[src/rtl/pixel_block_writer.sv]
// pixel_block_writer
// Accepts one 2x2 block of 8-bit pixels per handshake, averages the block
// through a two-stage pipeline and writes the result to a sequential
// frame-buffer address. Counts accepted blocks, pulses frame_done on the
// final write of a frame, then stops accepting until the next start.
//
// Build option: define PIXEL_BLOCK_WRITER_ROUND_EN for round-half-up
// averaging; otherwise the average truncates.

module pixel_block_writer #(
    parameter int OUT_W  = 160,
    parameter int OUT_H  = 120,
    parameter int ADDR_W = 15
) (
    input  logic              clk,
    input  logic              rst,
    input  logic              start,
    input  logic              in_valid,
    output logic              in_ready,
    input  logic [7:0]        p0,
    input  logic [7:0]        p1,
    input  logic [7:0]        p2,
    input  logic [7:0]        p3,
    output logic              wr_en,
    output logic [ADDR_W-1:0] wr_addr,
    output logic [7:0]        wr_data,
    output logic              busy,
    output logic              frame_done,
    output logic [ADDR_W-1:0] pix_count
);

    typedef enum logic [1:0] {
        ST_IDLE = 2'd0,
        ST_RUN  = 2'd1,
        ST_DONE = 2'd2
    } state_t;

    localparam int                PIX_TOTAL = OUT_W * OUT_H;
    localparam logic [ADDR_W-1:0] LAST_ADDR = ADDR_W'(PIX_TOTAL - 1);
    localparam logic [ADDR_W-1:0] ADDR_ONE  = ADDR_W'(1);
    localparam logic [ADDR_W-1:0] ADDR_ZERO = ADDR_W'(0);

    // Reduce a 10-bit block sum to one 8-bit pixel; never saturates because
    // the biased maximum (1022) still fits in 10 bits.
    function automatic logic [7:0] block_avg(input logic [9:0] sum);
`ifdef PIXEL_BLOCK_WRITER_ROUND_EN
        logic [9:0] biased;
        biased = sum + 10'd2;
        return biased[9:2];
`else
        return sum[9:2];
`endif
    endfunction

    state_t            state_r;
    state_t            state_next_s;
    logic [ADDR_W-1:0] pix_count_r;
    logic [9:0]        sum_r;
    logic [ADDR_W-1:0] addr_r;
    logic              v1_r;
    logic              last1_r;
    logic              wr_en_r;
    logic [ADDR_W-1:0] wr_addr_r;
    logic [7:0]        wr_data_r;
    logic              frame_done_r;

    logic              in_ready_s;
    logic              accept_s;
    logic              last_accept_s;
    logic              start_ok_s;
    logic [9:0]        sum_s;

    // Handshake decode, start qualification, block sum and next state.
    always_comb begin
        in_ready_s    = 1'b0;
        accept_s      = 1'b0;
        last_accept_s = 1'b0;
        start_ok_s    = 1'b0;
        state_next_s  = state_r;
        sum_s         = {2'b00, p0} + {2'b00, p1} + {2'b00, p2} + {2'b00, p3};

        if (state_r == ST_RUN) begin
            in_ready_s = 1'b1;
        end else begin
            in_ready_s = 1'b0;
        end

        accept_s = in_valid && in_ready_s;

        if (accept_s && (pix_count_r == LAST_ADDR)) begin
            last_accept_s = 1'b1;
        end else begin
            last_accept_s = 1'b0;
        end

        if (start && ((state_r == ST_IDLE) || (state_r == ST_DONE))) begin
            start_ok_s = 1'b1;
        end else begin
            start_ok_s = 1'b0;
        end

        case (state_r)
            ST_IDLE: begin
                if (start_ok_s) begin
                    state_next_s = ST_RUN;
                end else begin
                    state_next_s = ST_IDLE;
                end
            end
            ST_RUN: begin
                if (last_accept_s) begin
                    state_next_s = ST_DONE;
                end else begin
                    state_next_s = ST_RUN;
                end
            end
            ST_DONE: begin
                if (start_ok_s) begin
                    state_next_s = ST_RUN;
                end else begin
                    state_next_s = ST_DONE;
                end
            end
            default: begin
                state_next_s = ST_IDLE;
            end
        endcase
    end

    // Frame state register.
    always_ff @(posedge clk or posedge rst) begin
        if (rst) begin
            state_r <= ST_IDLE;
        end else begin
            state_r <= state_next_s;
        end
    end

    // Accepted-block counter: cleared by an honoured start, holds at the
    // frame size once the frame is complete.
    always_ff @(posedge clk or posedge rst) begin
        if (rst) begin
            pix_count_r <= ADDR_ZERO;
        end else if (start_ok_s) begin
            pix_count_r <= ADDR_ZERO;
        end else if (accept_s) begin
            pix_count_r <= pix_count_r + ADDR_ONE;
        end
    end

    // Stage 1: capture block sum and its address on accept.
    always_ff @(posedge clk or posedge rst) begin
        if (rst) begin
            sum_r   <= 10'd0;
            addr_r  <= ADDR_ZERO;
            v1_r    <= 1'b0;
            last1_r <= 1'b0;
        end else if (accept_s) begin
            sum_r   <= sum_s;
            addr_r  <= pix_count_r;
            v1_r    <= 1'b1;
            last1_r <= last_accept_s;
        end else begin
            v1_r    <= 1'b0;
            last1_r <= 1'b0;
        end
    end

    // Stage 2: averaged write to the frame buffer and end-of-frame pulse.
    always_ff @(posedge clk or posedge rst) begin
        if (rst) begin
            wr_en_r      <= 1'b0;
            wr_addr_r    <= ADDR_ZERO;
            wr_data_r    <= 8'd0;
            frame_done_r <= 1'b0;
        end else begin
            wr_en_r      <= v1_r;
            frame_done_r <= v1_r && last1_r;
            if (v1_r) begin
                wr_addr_r <= addr_r;
                wr_data_r <= block_avg(sum_r);
            end
        end
    end

    assign in_ready   = in_ready_s;
    assign busy       = in_ready_s || v1_r || wr_en_r;
    assign wr_en      = wr_en_r;
    assign wr_addr    = wr_addr_r;
    assign wr_data    = wr_data_r;
    assign frame_done = frame_done_r;
    assign pix_count  = pix_count_r;

endmodule

[config.mk]
export PLATFORM = sky130hd
export DESIGN_NAME = pixel_block_writer
export DESIGN_NICKNAME = d
export VERILOG_FILES = /design/src/rtl/pixel_block_writer.sv
export SDC_FILE = /design/constraint.sdc
export NUM_CORES = 1
export LEC_CHECK = 0
export BUFFER_PORTS_ARGS = -buffer_cell sky130_fd_sc_hd__clkbuf_2
export CORE_UTILIZATION = 54
export DETAILED_ROUTE_END_ITERATION = 16
export PLACE_DENSITY_LB_ADDON = 0.2
export SLEW_MARGIN = 30
export SYNTH_ARGS = -nofsm -noshare
export SYNTH_HDL_FRONTEND = slang
export SYNTH_SLANG_ARGS = --single-unit
[constraint.sdc]
create_clock -name clk -period 2.1 [get_ports clk]
set_input_delay 0.21 -clock clk [delete_from_list [all_inputs] [get_ports clk]]
set_output_delay 0.21 -clock clk [all_outputs]
set_load 0.05 [all_outputs]
# Word level (Yosys, flattened, before mapping)
# Cells that the tools add are included.
# totals
out_inout_bits,42
reg_bits,69
inputBits,36
word_cells,37
# classes
muxes,11
addsub,4
reduce_logical,9
eq_ne,3
# ops
op,count
2-to-1 mux 15 bit,2
adder 15 x 1 -> 15 bit (second input constant),1
== test 15 bit (second input constant),1
adder 10 x 8 -> 10 bit,1
adder 9 x 8 -> 10 bit,1
adder 8 x 8 -> 9 bit,1
2-to-1 mux 1 bit,6
case mux 2 bit (3 select lines),1
logical AND 1 bit,4
2-to-1 mux 2 bit,2
logical OR 1 bit,3
== test 2 x 1 -> 1 bit (second input constant),1
== test 2 bit (second input constant),1
logical NOT 2 bit,1
nonzero test 2 bit,1

# Logic depth before layout (Yosys ltp)
# logic_depth
depth_word,7
depth_mapped,10
depth_no_buf,10

# Worst setup path before layout
# Ideal clock, no wire load.
# synth_path
path_type,input to register
startpoint,input port p0[3]
endpoint,register sum_r[6]
path_buffers,0
required_time_ps,2013
setup_ps,87
arrival_ps,2664
path_slack_ps,-651
path_stages,9
path_cell_list,inv_1 -> fa_1 -> fa_1 -> inv_1 -> ha_1 -> a21o_1 -> a221o_1 -> a2111o_1 -> o211ai_1
# synth_via
elab_chain_cells,3
# synth_rtl
item,line_no,rtl
start: declaration,20,"input logic [7:0] p0,"
adder 8 x 8 -> 9 bit,80,"sum_s = {2'b00, p0} + {2'b00, p1} + {2'b00, p2} + {2'b00, p3};"
adder 9 x 8 -> 10 bit,80,
adder 10 x 8 -> 10 bit,80,
end signal: assignment,159,sum_r <= sum_s;
end: declaration,58,logic [9:0] sum_r;
# Every way passes these cells.
# A chain may end at the register's enable or synchronous reset.

# Final worst setup path
# layout_path
startpoint,input port p0[1]
endpoint,register sum_r[9]
# The elaborated chain is that of the path after synthesis.

==> run summary <==
- **1st-iter DRT viols** 87
- **Via density** 5.11
- **Synth Area in Compound Gates** 0.0741
- **number of endpoints with negative hold slack in the final report** 0
- **first-pass GRT wire length** 11.9 mm
- **fraction of final layout cells with drive strength greater than 1** 0.383
- **xor and xnor area share after synthesis** 0.0277
- **routed length on met3** 355 um
- **count of port buffers added during placement** 77
- **total placed cells including tap cells** 509
- **number of max-cap violations** 0
- **vias after detailed routing** 2695
- **final setup vio count** 7
- **peak fanout along the critical path** 3
- **Hold Slack** 156 ps
- **Std-Cell Rows** 28
- **ANT cells** 0
- **cells taking the most area after synthesis** dfrtp_1 (48%), fa_1 (9.2%), mux2_2 (7.4%)
- **number of synthesized flops with an enable pin** 0
- **post-route minimum period** 2390 ps
- **Post-Synth Simple-Gate Area** 0.152
- **crit path launch type** primary input
- **Post-synth top cells** dfrtp_1 (67), nand2_1 (59), inv_1 (52), mux2_2 (23), fa_1 (16)
- **filler-free cell count of the finished design** 527
- **detailed-route wire length on metal 1** 3.11 mm
- **TritonCTS buffer count** 9
- **post-synthesis area per instance** 10.3 um^2
- **largest net degree at the start of global routing** 28
- **clock tree skew after final layout** 5.02 ps
- **Die Area** 0.00677 mm^2
- **required time of the critical path** 2330 ps
- **cell chosen for the clock root** clkbuf_8
- **Post-Route Setup TNS** -1320 ps
- **DRC violations left** 0
- **GRT Residual Overflow** 0
- **transition at the pin with the smallest max-transition slack** 557 ps
- **clock transition at the registers of the reported paths** 70 ps
- **number of cells produced by synthesis** 339
- **area delta synth->final** 28.7%
- **final routed wirelength across all metal layers** 7.05 mm
- **Design Area, Final** 0.00448 mm^2
- **critical path arrival** 2610 ps
- **number of global-route vias before repair** 2620
- **die boundary height** 82.3 um
- **run status** finished, violations left
- **total number of clock tree sinks** 67
- **total cell area at the placement stage** 0.00422 mm^2
- **H-tree depth** 3
- **share of flip-flops with an asynchronous set or reset** 1.00
- **DRT Pass-1 Iters** 4
- **number of synthesized register bits** 67
- **area of the core** 0.00606 mm^2
- **final cell utilization of the core** 0.739
- **Highest Clock Rate** 419 MHz
- **final-stage net count** 508
- **worst max-slew margin expressed relative to the limit** 0.628
- **multi-input gate area in the final layout** 0.00167 mm^2
- **fraction of the mapped netlist area in adder cells** 0.121
- **number of routed nets with antenna violations** 0
- **insertion delay of the later-clocked pin in the worst-skew pair** 340 ps
- **Worst setup EP type** register
- **ys flop type** dfrtp_1
- **Final Max Tran Viols** 0
- **GRT Resource Usage Total** 0.239
- **leading cell type by number of instances after synthesis** dfrtp_1
- **total length of routed met2 wires** 3.50 mm
- **unrepaired setup endpoints after global routing** true
- **worst voltage drop across the vdd grid** 0.889 mV
- **yosys synthesis warning count** 0
- **average routed wire per standard cell** 13.4 um
- **area share of the leading cell type in the synthesized netlist** 0.482
- **worst hold path class** in -> reg
- **largest family of logic cells by synthesized area** simple AND/OR/NAND/NOR gates
- **P per Cell Area** 1040 mW/mm^2
- **area used by sequential logic in the layout** 0.00168 mm^2
- **final setup slack of the worst path** -285 ps
- **total nets after synthesis** 399
- **CTS tree** built
- **Clock Path Buffers** 2
- **cell type contributing the most total cell area after synthesis** dfrtp_1
- **horizontal die dimension** 82.3 um
- **share of the yosys chip area belonging to registers** 0.482
- **top routing layer in use** met4
- **Tcrit/Tclk final** 1.14
- **Initial Util** 0.574
- **Distinct cells, synth** 41
- **number of fillers in the final layout** 437
- **ports placed on the boundary** 78
- **violated checks** setup timing
- **worst setup path category** in -> reg
- **multiplexer share of the synthesized area** 0.0744
- **placer's final routability congestion estimate** 0.850
- **Detail Placement HPWL** 5.29 mm
- **area of the mapped netlist** 0.00348 mm^2
- **leakage component of the power** 2.42 nW
- **number of antenna violations at the first check in global routing** 0
-- metal layers --
| metal | vias up | GRT usage |
|---|---|---|
| met5 | - | 0 |
| met4 | 0 | 0.0632 |
| met3 | 9 | 0.0736 |
| met2 | 62 | 0.384 |
| met1 | 1302 | 0.312 |
| li1 | 1322 | - |
-- where the power goes --
part	internal, W	switching [W]	leakage, nW	total, W
registers	0.00156	0.000195	0.884	0.00175
logic	0.000774	0.00123	1.45	0.00200
clock network	0.000448	0.000439	0.0860	0.000887
total	0.00278	0.00186	2.42	0.00464
-- cell families (layout without fill, tap and decap cells) --
family / after synthesis / count (layout)
buffers and inverters: 64 / 177
multiplexers: 23 / 23
AND/OR/NAND/NOR: 110 / 110
adder cells (fa/ha/maj): 24 / 24
XOR/XNOR: 11 / 11
flip-flops: 67 / 67
AO/OA/AOI/OAI: 40 / 40
-- layout make-up --
cell class | instances | share of cell area
tap | 75 | 0.0209
clock buffer | 12 | 0.0324
inverter | 53 | 0.0461
timing repair buffer | 109 | 0.151
clock inverter | 3 | 0.00335
sequential | 67 | 0.374
multi-input combinational | 208 | 0.372
-- through the flow --
step	total power, W	setup WS (ps)
floorplan	0.00309	-455
global placement	0.00361	-668
detailed placement	0.00367	-714
CTS	0.00460	-290
global route	0.00494	-372
finish	0.00464	-285
-- worst max-delay path: stages --
cell and delay (ps):
buf_8 80, inv_8 20, fa_1 550, inv_2 50, fa_2 420, and3b_2 230
fa_2 340, a211o_1 280, a21oi_2 180, a221o_1 190, a21oi_2 60
-- path summary, 6_finish.rpt --
path | startpoint | endpoint | slack, ps | cells after the start
setup reg to reg | state_r[1]$_DFF_PP0_ | pix_count[11]$_DFFE_PP0P_ | 220 | 4
hold reg to reg | addr_r[0]$_DFFE_PP0P_ | addr_r[0]$_DFFE_PP0P_ | 470 | 2
hold / removal | start | state_r[1]$_DFF_PP0_ | 160 | 3
min in group asynchronous | rst | addr_r[3]$_DFFE_PP0P_ | 460 | 3
setup / recovery | p0[1] | sum_r[9]$_DFFE_PP0P_ | -290 | 11
max in group asynchronous | rst | sum_r[7]$_DFFE_PP0P_ | 1010 | 4
-- timing repair --
item,in CTS,in global routing
hold buffers,1,0
setup buffers,0,2
endpoints found under the setup margin,7,7
endpoints found under the hold margin,25,0
pin swaps,11,10
resized for setup,8,13
-- registers in the layout, summed over array words and instances (netlist names) --
name,count
addr_r,15
wr_en,1
sum_r,8
pix_count,15
frame_done,1
wr_addr,15
last1_r,1
v1_r,1
wr_data,8
state_r,2
-- cells in the final DEF, fill, tap and decap left out, drive strengths merged --
master,synthesis,layout
and2,1,1
fa,16,16
nor4,1,1
mux2,23,23
o31ai,2,2
clkbuf,8,86
o21ai,11,11
and3,5,5
nor3b,3,3
a22oi,1,1
o21a,1,1
xnor2,4,4
nor2,13,13
a311oi,1,1
dlygate4sd3,0,1
a211o,1,1
a21o,3,3
a2111o,2,2
nor2b,3,3
a2bb2oi,1,1
nand2,59,59
ha,8,8
nor4bb,1,1
nand3b,1,1
or3,6,6
and3b,1,1
a221o,2,2
o211ai,1,1
clkinv,0,3
dfrtp,67,67
xor2,7,7
a21oi,13,13
buf,3,34
inv,53,53
nand4,6,6
a22o,1,1
nand3,6,6
or4,4,4
No activity file was read; power rests on OpenSTA's default activity.
